<file path="config.mk">
export PLATFORM = sky130hd
export DESIGN_NAME = vm1_busctl_flat
export DESIGN_NICKNAME = d
export VERILOG_FILES = /design/src/rtl/vm1_busctl_if.sv /design/src/rtl/vm1_busctl.sv /design/src/flat_wrapper.sv
export SDC_FILE = /design/constraint.sdc
export NUM_CORES = 1
export LEC_CHECK = 0
export CORE_ASPECT_RATIO = 0.75
export CORE_MARGIN = 1.5
export CORE_UTILIZATION = 33
export CTS_BUF_LIST = sky130_fd_sc_hd__clkbuf_4 sky130_fd_sc_hd__clkbuf_8
export DETAILED_ROUTE_END_ITERATION = 12
export GPL_TIMING_DRIVEN = 0
export PLACE_DENSITY = 0.73
export SLEW_MARGIN = 20
export SYNTH_ARGS = -nofsm -noshare
export SYNTH_HDL_FRONTEND = slang
export SYNTH_SLANG_ARGS = --single-unit
</file>
<file path="constraint.sdc">
create_clock -name clk -period 2.6 [get_ports clk]
set_clock_uncertainty 0.05 [all_clocks]
set_input_delay 0.52 -clock clk [delete_from_list [all_inputs] [get_ports clk]]
set_output_delay 0.52 -clock clk [all_outputs]
set_load 0.005 [all_outputs]
</file>
<file path="src/rtl/vm1_busctl_if.sv">
// External bus of the VM1 bus controller: address/data strobes, byte
// qualifier and the slave reply handshake.
interface vm1_busctl_if;
  logic [15:0] bus_addr;
  logic [15:0] bus_wdata;
  logic [15:0] bus_rdata;
  logic        bus_sync;
  logic        bus_din;
  logic        bus_dout;
  logic        bus_wtbt;
  logic        bus_rply;

  modport master (
    output bus_addr,
    output bus_wdata,
    output bus_sync,
    output bus_din,
    output bus_dout,
    output bus_wtbt,
    input  bus_rdata,
    input  bus_rply
  );

  modport slave (
    input  bus_addr,
    input  bus_wdata,
    input  bus_sync,
    input  bus_din,
    input  bus_dout,
    input  bus_wtbt,
    output bus_rdata,
    output bus_rply
  );
endinterface

</file>
<file path="src/rtl/vm1_busctl.sv">
// VM1 bus controller: turns datapath read/write requests into framed
// external bus cycles (ADDR -> DATA -> RELEASE) with reply handshake,
// bus-error timeout and a one-cycle completion pulse.
module vm1_busctl #(
  parameter int TIMEOUT = 64
) (
  input  logic         clk,
  input  logic         reset,
  input  logic         ce,
  input  logic         rd_req,
  input  logic         wr_req,
  input  logic         byte_op,
  input  logic [15:0]  addr,
  input  logic [15:0]  wdata,
  output logic [15:0]  rdata,
  output logic         done,
  output logic         buserr,
  vm1_busctl_if.master bus
);

  localparam logic [1:0] ST_IDLE    = 2'd0;
  localparam logic [1:0] ST_ADDR    = 2'd1;
  localparam logic [1:0] ST_DATA    = 2'd2;
  localparam logic [1:0] ST_RELEASE = 2'd3;

  localparam logic [7:0] TIMEOUT_C  = 8'(TIMEOUT);

  // Byte writes replicate the low byte on both lanes; the slave picks the
  // lane from address bit 0.
  function automatic logic [15:0] lane_data(input logic [15:0] d, input logic is_byte);
    logic [15:0] r;
    if (is_byte) begin
      r = {d[7:0], d[7:0]};
    end else begin
      r = d;
    end
    return r;
  endfunction

  // Word writes are always even-aligned on the bus; reads and byte writes
  // keep address bit 0.
  function automatic logic [15:0] cycle_addr(input logic [15:0] a, input logic is_write,
                                             input logic is_byte);
    logic [15:0] r;
    if (is_write && !is_byte) begin
      r = {a[15:1], 1'b0};
    end else begin
      r = a;
    end
    return r;
  endfunction

  logic [1:0]  state_q, state_d;
  logic [7:0]  cnt_q, cnt_d;
  logic [7:0]  cnt_inc_s;
  logic        err_q, err_d;
  logic        accept_s;
  logic        leave_s;
  logic        write_q;
  logic        byte_q;
  logic [15:0] rdata_q;
  logic        done_q;
  logic        buserr_q;
  logic [15:0] bus_addr_q;
  logic [15:0] bus_wdata_q;
  logic        sync_q;
  logic        din_q;
  logic        dout_q;
  logic        wtbt_q;

  // Saturating increment: the wait counter never wraps back to zero.
  assign cnt_inc_s = (cnt_q == 8'hFF) ? cnt_q : (cnt_q + 8'd1);

  // Next-state, wait-counter and error-flag decode for the bus cycle FSM.
  always_comb begin
    state_d  = state_q;
    cnt_d    = cnt_q;
    err_d    = err_q;
    accept_s = 1'b0;
    leave_s  = 1'b0;
    case (state_q)
      ST_IDLE: begin
        // done_q high means this is the completion cycle: no new accept yet.
        if ((rd_req || wr_req) && !done_q) begin
          accept_s = 1'b1;
          err_d    = 1'b0;
          state_d  = ST_ADDR;
        end else begin
          state_d  = ST_IDLE;
        end
      end
      ST_ADDR: begin
        cnt_d   = 8'd0;
        state_d = ST_DATA;
      end
      ST_DATA: begin
        cnt_d = cnt_inc_s;
        if (bus.bus_rply) begin
          state_d = ST_RELEASE;
        end else if (cnt_inc_s >= TIMEOUT_C) begin
          err_d   = 1'b1;
          state_d = ST_RELEASE;
        end else begin
          state_d = ST_DATA;
        end
      end
      ST_RELEASE: begin
        // After a timeout the slave is not answering, so do not wait on it.
        if (err_q || !bus.bus_rply) begin
          leave_s = 1'b1;
          state_d = ST_IDLE;
        end else begin
          state_d = ST_RELEASE;
        end
      end
      default: begin
        state_d = ST_IDLE;
      end
    endcase
  end

  // FSM state, counter and registered strobes/pulses, all decoded from the next state.
  always_ff @(posedge clk) begin
    if (reset) begin
      state_q  <= ST_IDLE;
      cnt_q    <= 8'd0;
      err_q    <= 1'b0;
      done_q   <= 1'b0;
      buserr_q <= 1'b0;
      sync_q   <= 1'b0;
      din_q    <= 1'b0;
      dout_q   <= 1'b0;
      wtbt_q   <= 1'b0;
    end else if (ce) begin
      state_q  <= state_d;
      cnt_q    <= cnt_d;
      err_q    <= err_d;
      done_q   <= leave_s;
      buserr_q <= leave_s && err_q;
      sync_q   <= (state_d != ST_IDLE);
      din_q    <= (state_d == ST_DATA) && !write_q;
      dout_q   <= (state_d == ST_DATA) && write_q;
      wtbt_q   <= (state_d == ST_DATA) && write_q && byte_q;
    end
  end

  // Request latch at acceptance and read-data capture on the reply edge.
  always_ff @(posedge clk) begin
    if (reset) begin
      write_q     <= 1'b0;
      byte_q      <= 1'b0;
      bus_addr_q  <= 16'h0000;
      bus_wdata_q <= 16'h0000;
      rdata_q     <= 16'h0000;
    end else if (ce) begin
      if (accept_s) begin
        // Write wins when both requests are up; the read waits in IDLE.
        write_q     <= wr_req;
        byte_q      <= wr_req && byte_op;
        bus_addr_q  <= cycle_addr(addr, wr_req, byte_op);
        bus_wdata_q <= lane_data(wdata, wr_req && byte_op);
      end
      if ((state_q == ST_DATA) && bus.bus_rply && !write_q) begin
        rdata_q <= bus.bus_rdata;
      end
    end
  end

  assign rdata         = rdata_q;
  assign done          = done_q;
  assign buserr        = buserr_q;
  assign bus.bus_addr  = bus_addr_q;
  assign bus.bus_wdata = bus_wdata_q;
  assign bus.bus_sync  = sync_q;
  assign bus.bus_din   = din_q;
  assign bus.bus_dout  = dout_q;
  assign bus.bus_wtbt  = wtbt_q;

endmodule
</file>
<file path="src/flat_wrapper.sv">
// flat-port wrapper written by rule: the top's interface ports become plain ports
module vm1_busctl_flat 
#(
  parameter int TIMEOUT = 64
)
  (clk, reset, ce, rd_req, wr_req, byte_op, addr, wdata, rdata, done, buserr, bus_bus_addr, bus_bus_wdata, bus_bus_sync, bus_bus_din, bus_bus_dout, bus_bus_wtbt, bus_bus_rdata, bus_bus_rply);
  vm1_busctl_if bus_i ();
  input  logic clk;
  input  logic reset;
  input  logic ce;
  input  logic rd_req;
  input  logic wr_req;
  input  logic byte_op;
  input  logic [15:0] addr;
  input  logic [15:0] wdata;
  output logic [15:0] rdata;
  output logic done;
  output logic buserr;
  output wire logic [$bits(bus_i.bus_addr)-1:0] bus_bus_addr;
  output wire logic [$bits(bus_i.bus_wdata)-1:0] bus_bus_wdata;
  output wire logic [$bits(bus_i.bus_sync)-1:0] bus_bus_sync;
  output wire logic [$bits(bus_i.bus_din)-1:0] bus_bus_din;
  output wire logic [$bits(bus_i.bus_dout)-1:0] bus_bus_dout;
  output wire logic [$bits(bus_i.bus_wtbt)-1:0] bus_bus_wtbt;
  input wire logic [$bits(bus_i.bus_rdata)-1:0] bus_bus_rdata;
  input wire logic [$bits(bus_i.bus_rply)-1:0] bus_bus_rply;
  assign bus_bus_addr = bus_i.bus_addr;
  assign bus_bus_wdata = bus_i.bus_wdata;
  assign bus_bus_sync = bus_i.bus_sync;
  assign bus_bus_din = bus_i.bus_din;
  assign bus_bus_dout = bus_i.bus_dout;
  assign bus_bus_wtbt = bus_i.bus_wtbt;
  assign bus_i.bus_rdata = bus_bus_rdata;
  assign bus_i.bus_rply = bus_bus_rply;
  vm1_busctl #(.TIMEOUT(TIMEOUT)) u_core (.clk(clk), .reset(reset), .ce(ce), .rd_req(rd_req), .wr_req(wr_req), .byte_op(byte_op), .addr(addr), .wdata(wdata), .rdata(rdata), .done(done), .buserr(buserr), .bus(bus_i));
endmodule
</file>
==> impl_metrics.json, run 1 <==
{
  "setup_viol": 0,
  "layout-drive-gt1-share_pct": 6.62,
  "start_util_pct": 34.6,
  "fp.coreArea_mm2": 0.00802,
  "cts.sinks": 67,
  "grt_pass1_wl_um": 12400,
  "tightest_slew_ns": 0.486,
  "wl_um": 7800,
  "dr.first_iter.drc_count": 189,
  "max_slew_margin_pct": 67.6,
  "drt_first_pass_iters": 5,
  "async_reset_ff_share_pct": 0,
  "die_h_um": 82.4,
  "clk-insertion-delay-late_ns": 0.34,
  "antenna-diode-count": 0,
  "leakage_uw": 0.00148,
  "min_period_ns": 2.13,
  "timing.max_cap.violations": 0,
  "required_ns": 2.81,
  "drc": 0,
  "fill_cells": 771,
  "synthesis.nets": 406,
  "cp-end-kind": "flip-flop",
  "vdd_ir_drop_max_uv": 276,
  "fin_tns_setup_ns": 0,
  "path_buf_inv": 3,
  "post-cts-setup-buffers": 0,
  "grt_use_met1_pct": 23.0,
  "hold_buffers": 0,
  "hold_class": "reg2reg",
  "synthDistinctLibCells": 42,
  "synthTopCellsByArea": "dfxtp_1 48%, nand2_1 13%, a21oi_1 9.0%, a311oi_1 3.2%, nor2_1 2.8%",
  "synth_largest_area_cell": "dfxtp_1",
  "synth_ff_type": "dfxtp_1",
  "synth_edf_count": 0,
  "cts_tree": "yes",
  "routedWlPerCell_um": 13.6,
  "postSynthCellCount": 346,
  "status": "complete, no violations",
  "p_per_area_mw_per_mm2": 586,
  "critPathMaxFanout": 10,
  "criticalPathCategory": "in2reg",
  "finalCritPeriodShare_pct": 81.9,
  "cts_resized": 0,
  "gr-usage-all-layers_pct": 17.8,
  "place_hpwl_um": 5970,
  "slowest_delay_ns": 0.45,
  "syn-cell-area_mm2": 0.00278,
  "grt-busiest-layer": "met2",
  "grt_max_degree": 13,
  "fin_hold_ws_ns": 0.404,
  "grt_antenna_before_repair": 0,
  "io_buffer_count": 106,
  "place_congestion": 0.843,
  "cts_root_buf": "clkbuf_8",
  "start_kind": "input port",
  "finalNonFillerCells": 573,
  "yosysWarnings": 0,
  "area_growth_pct": 50.9,
  "ant_nets": 0,
  "slowest_stage": "clkdlybuf4s50_1",
  "htree_levels": 3,
  "die_x_um": 109,
  "hold_viol_final": 0,
  "final_max_slew_viol_count": 0,
  "rsz0062_at_grt": "false",
  "dr_total_vias": 2762,
  "dp.cells": 557,
  "vias_per_cell": 4.82,
  "critPathTopFamily": "buffers and inverters",
  "crit_chain": "clkdlybuf4s50_1 -> o21bai_1 -> or2_1 -> clkbuf_1 -> buf_2 -> nand2_1 -> a21oi_1",
  "nets": 523,
  "synth_top_cell_area_share_pct": 48.3,
  "clk_pin_slew_worst_paths_ns": 0.07,
  "synth-seq-area-share_pct": 48.3,
  "synth_common_cells": "99 x nand2_1, 67 x dfxtp_1, 50 x a21oi_1, 21 x nor2_1, 16 x clkbuf_1",
  "use_met2_pct": 28.6,
  "use_met3_pct": 6.83,
  "synth.most_common_cell": "nand2_1",
  "max_freq_ghz": 0.470,
  "rows": 28,
  "grt_overflow_total": 0,
  "ys_ff_latch": 67,
  "die-area_mm2": 0.00898,
  "postSynthAreaPerCell_um2": 8.02,
  "cts_max_path_buffers": 2,
  "ios": 109,
  "crit_arrival_ns": 2.34,
  "grt_pass1_vias": 2609,
  "cts_buffers": 9
}
[worst reg2reg max path, delay by kind of cell, from the launching register on]
| family | cells | cell delay, ns |
|---|---|---|
| buf+inv | 3 | 0.78 |
| flops | 1 | 0.44 |
| simple gates | 3 | 0.26 |
| fa+ha+maj | 1 | 0.22 |
| compound gates | 1 | 0.15 |
[layout by cell type (no fill, tap or decap), types with 3 or more instances in the layout]
| master | netlist | final |
|---|---|---|
| nor2_1 | 21 | 21 |
| clkbuf_8 | 0 | 9 |
| nand3_1 | 11 | 11 |
| nand2_1 | 99 | 99 |
| o211ai_1 | 3 | 3 |
| inv_1 | 6 | 6 |
| a311oi_1 | 10 | 10 |
| buf_2 | 7 | 7 |
| clkdlybuf4s50_1 | 0 | 106 |
| nand2b_1 | 6 | 6 |
| a21oi_1 | 50 | 50 |
| clkbuf_1 | 16 | 16 |
| o21ai_1 | 4 | 4 |
| xor2_1 | 4 | 4 |
| ha_1 | 5 | 5 |
| nand4_1 | 4 | 4 |
| dfxtp_1 | 67 | 67 |
[power by group]
| part | total, uW | switching, uW | leakage (uW) | internal, uW |
|---|---|---|---|---|
| registers | 1110 | 30.6 | 0.000545 | 1080 |
| logic | 390 | 180 | 0.000828 | 210 |
| clock network | 957 | 405 | 0.000106 | 552 |
[routing by layer]
metal	up-vias	wire length, um
li1	1406	-
met1	1274	3540
met2	78	3620
met3	4	609
met4	0	33
met5	-	0
[cells by family after synthesis]
kind of cell | Yosys count | share of synthesized area, %
adder cells (fa/ha/maj) | 5 | 2.25
flip-flops | 67 | 48.3
multiplexers | 2 | 0.721
AO/OA/AOI/OAI | 81 | 18.3
XOR/XNOR | 5 | 1.58
AND/OR/NAND/NOR | 155 | 24.2
buffers and inverters | 31 | 4.64
[sequential cells by signal, indices dropped and copies added (netlist names), 2 cells and up]
signal                count
u_core.cnt_q              8
u_core.bus.bus_wdata     16
u_core.rdata             16
u_core.state_q            2
u_core.bus.bus_addr      16
[final timing paths]
path / startpoint / endpoint / slack [ns] / cells after the start
hold / removal: u_core.rdata[7] / u_core.rdata[7] / 0.40 / 2
setup / recovery: wr_req / u_core.write_q / 0.47 / 7
setup reg to reg: u_core.state_q[1] / u_core.write_q / 0.63 / 8
hold reg to reg: u_core.rdata[7] / u_core.rdata[7] / 0.40 / 2
[through the flow]
step | util [%] | instance area (um^2) | worst slack (ns) | total power (uW)
global route | 52.2 | 4190 | 0.283 | 2570
finish | 52.2 | 4190 | 0.471 | 2460
floorplan | - | 2780 | 0.880 | 1300
detailed placement | 49.5 | 3970 | 0.0912 | 1520
global placement | 49.5 | 3970 | 0.144 | 1510
CTS | 52.2 | 4190 | 0.457 | 2470
[area by class of cell]
cell class | instances | area [um^2] | area share [%]
tap | 105 | 131 | 3.14
buffer | 25 | 106 | 2.54
inverter | 6 | 22.5 | 0.538
sequential | 67 | 1340 | 32.0
timing repair buffer | 106 | 1060 | 25.3
clock inverter | 6 | 88.8 | 2.12
multi-input combinational | 248 | 1310 | 31.2
clock buffer | 10 | 131 | 3.14
Note: power is estimated with default switching activity, not from simulation.
==> inputs of run 2 (changes only) <==
- clock period: 2.6 -> 2 ns (I/O delays scaled with it)
==> run 2 against run 1 <==
  * Register-to-register slack worse by 0.51 ns
  * Critical path depth stayed put
  * Largest cell class unchanged
  * Wire length is 0.21% higher
  * Largest power group unchanged
  * Via count is 0.65% lower
==> impl_metrics.json, run 2 (synthesis gave the netlist of run 1 again) <==
{
  "wl_um": 7820,
  "grt_max_degree": 13,
  "max_freq_ghz": 0.533,
  "cts_buffers": 9,
  "clk_pin_slew_worst_paths_ns": 0.07,
  "timing.max_cap.violations": 0,
  "required_ns": 2.19,
  "crit-reg2reg-launch": "u_core.state_q[0]",
  "fill_cells": 765,
  "die-area_mm2": 0.00898,
  "place_hpwl_um": 5970,
  "hp-start": "ce",
  "layout-drive-gt1-share_pct": 8.35,
  "drc": 0,
  "routedWlPerCell_um": 13.7,
  "drt_first_pass_iters": 5,
  "startpoint": "u_core.state_q[0]",
  "rows": 28,
  "final_cell_area_mm2": 0.00421,
  "final_common_cell": "clkdlybuf4s50_1",
  "antenna-diode-count": 0,
  "hold_viol_final": 0,
  "place_congestion": 0.843,
  "finalCritPeriodShare_pct": 93.8,
  "tightest_slew_ns": 0.490,
  "htree_levels": 3,
  "start_util_pct": 34.6,
  "die_x_um": 109,
  "ios": 109,
  "io_buffer_count": 106,
  "post-place-ws_ns": -0.389,
  "area_growth_pct": 51.5,
  "die_h_um": 82.4,
  "p_per_area_mw_per_mm2": 761,
  "clk-insertion-delay-late_ns": 0.34,
  "cts_root_buf": "clkbuf_8",
  "nets": 522,
  "dr.first_iter.drc_count": 170,
  "fp.coreArea_mm2": 0.00802,
  "grt_pass1_wl_um": 12300,
  "cts_max_path_buffers": 2,
  "start_kind": "flip-flop",
  "critPathMaxFanout": 10,
  "hold_buffers": 0,
  "final_cell_mix": "106 x clkdlybuf4s50_1, 99 x nand2_1, 65 x dfxtp_1",
  "criticalPathCategory": "reg2reg",
  "grt_pass1_vias": 2609,
  "cts_tree": "yes",
  "cp-end-kind": "flip-flop",
  "min_period_ns": 1.88,
  "vias_per_cell": 4.80,
  "cts.sinks": 67,
  "leakage_uw": 0.00149,
  "dpl_cell_area_mm2": 0.00397,
  "hold_class": "in2reg",
  "vdd_ir_drop_max_uv": 361,
  "fin_ws_ns": 0.123,
  "dr_total_vias": 2744,
  "max_slew_margin_pct": 67.3,
  "grt_overflow_total": 0,
  "ant_nets": 0,
  "status": "complete, no violations",
  "grt_antenna_before_repair": 0,
  "setup_viol": 0,
  "final_max_slew_viol_count": 0,
  "gr-usage-all-layers_pct": 17.8,
  "rsz0062_at_grt": "false",
  "crit_arrival_ns": 2.07
}
[run 2: cell type report]
class	instances	area (um^2)	area share, %
inverters	6	22.5	0.535
clock inverters	6	88.8	2.11
clock buffers	10	131	3.12
flip-flops and latches	67	1340	31.9
well taps	105	131	3.12
repair buffers	106	1060	25.2
multi-input cells	248	1320	31.4
plain buffers	24	109	2.59
[run 2: timing repair]
action,CTS,global route
endpoints found under the hold margin,0,0
setup endpoints to repair,2,31
pin swaps,0,1
buffers inserted,0,0
gates resized for setup,0,12
[run 2: worst max-delay path, cell delays in order, from the launching register on]
cell and delay, ns:
dfxtp_2 0.36, inv_1 0.08, ha_1 0.23, clkbuf_4 0.18, o21a_1 0.20, a211oi_2 0.28
o21ai_2 0.11, o41ai_2 0.29
[run 2: through the flow]
stage               hold WS [ns]  setup TNS (ns)  instances  total power, uW  utilization [%]
floorplan                  0.398               0        346             1690                -
detailed placement         0.396           -9.84        557             1980             49.5
CTS                        0.351               0        572             3210             52.2
finish                     0.358               0        572             3200             52.4
global route               0.373               0        572             3350             52.4
global placement           0.388           -8.84        557             1970             49.5
[run 2: final timing paths]
kind	to	slack, ns	cells after the start
setup / recovery	u_core.bus.bus_wtbt	0.12	7
hold / removal	u_core.state_q[0]	0.36	3
setup reg to reg	u_core.bus.bus_wtbt	0.12	7
hold reg to reg	u_core.rdata[7]	0.40	2
[run 2: where the power goes]
group	switching [uW]	internal [uW]
registers	39.6	1400
clock network	527	718
logic	238	278
total	804	2400
[run 2: routing by layer]
| metal | up-vias | global-route usage, % | part of all wire (%) |
|---|---|---|---|
| li1 | 1403 | - | - |
| met1 | 1274 | 23.0 | 47 |
| met2 | 63 | 28.6 | 46 |
| met5 | - | 0 | 0 |
| met4 | 0 | 3.16 | 0.42 |
| met3 | 4 | 6.83 | 6.6 |
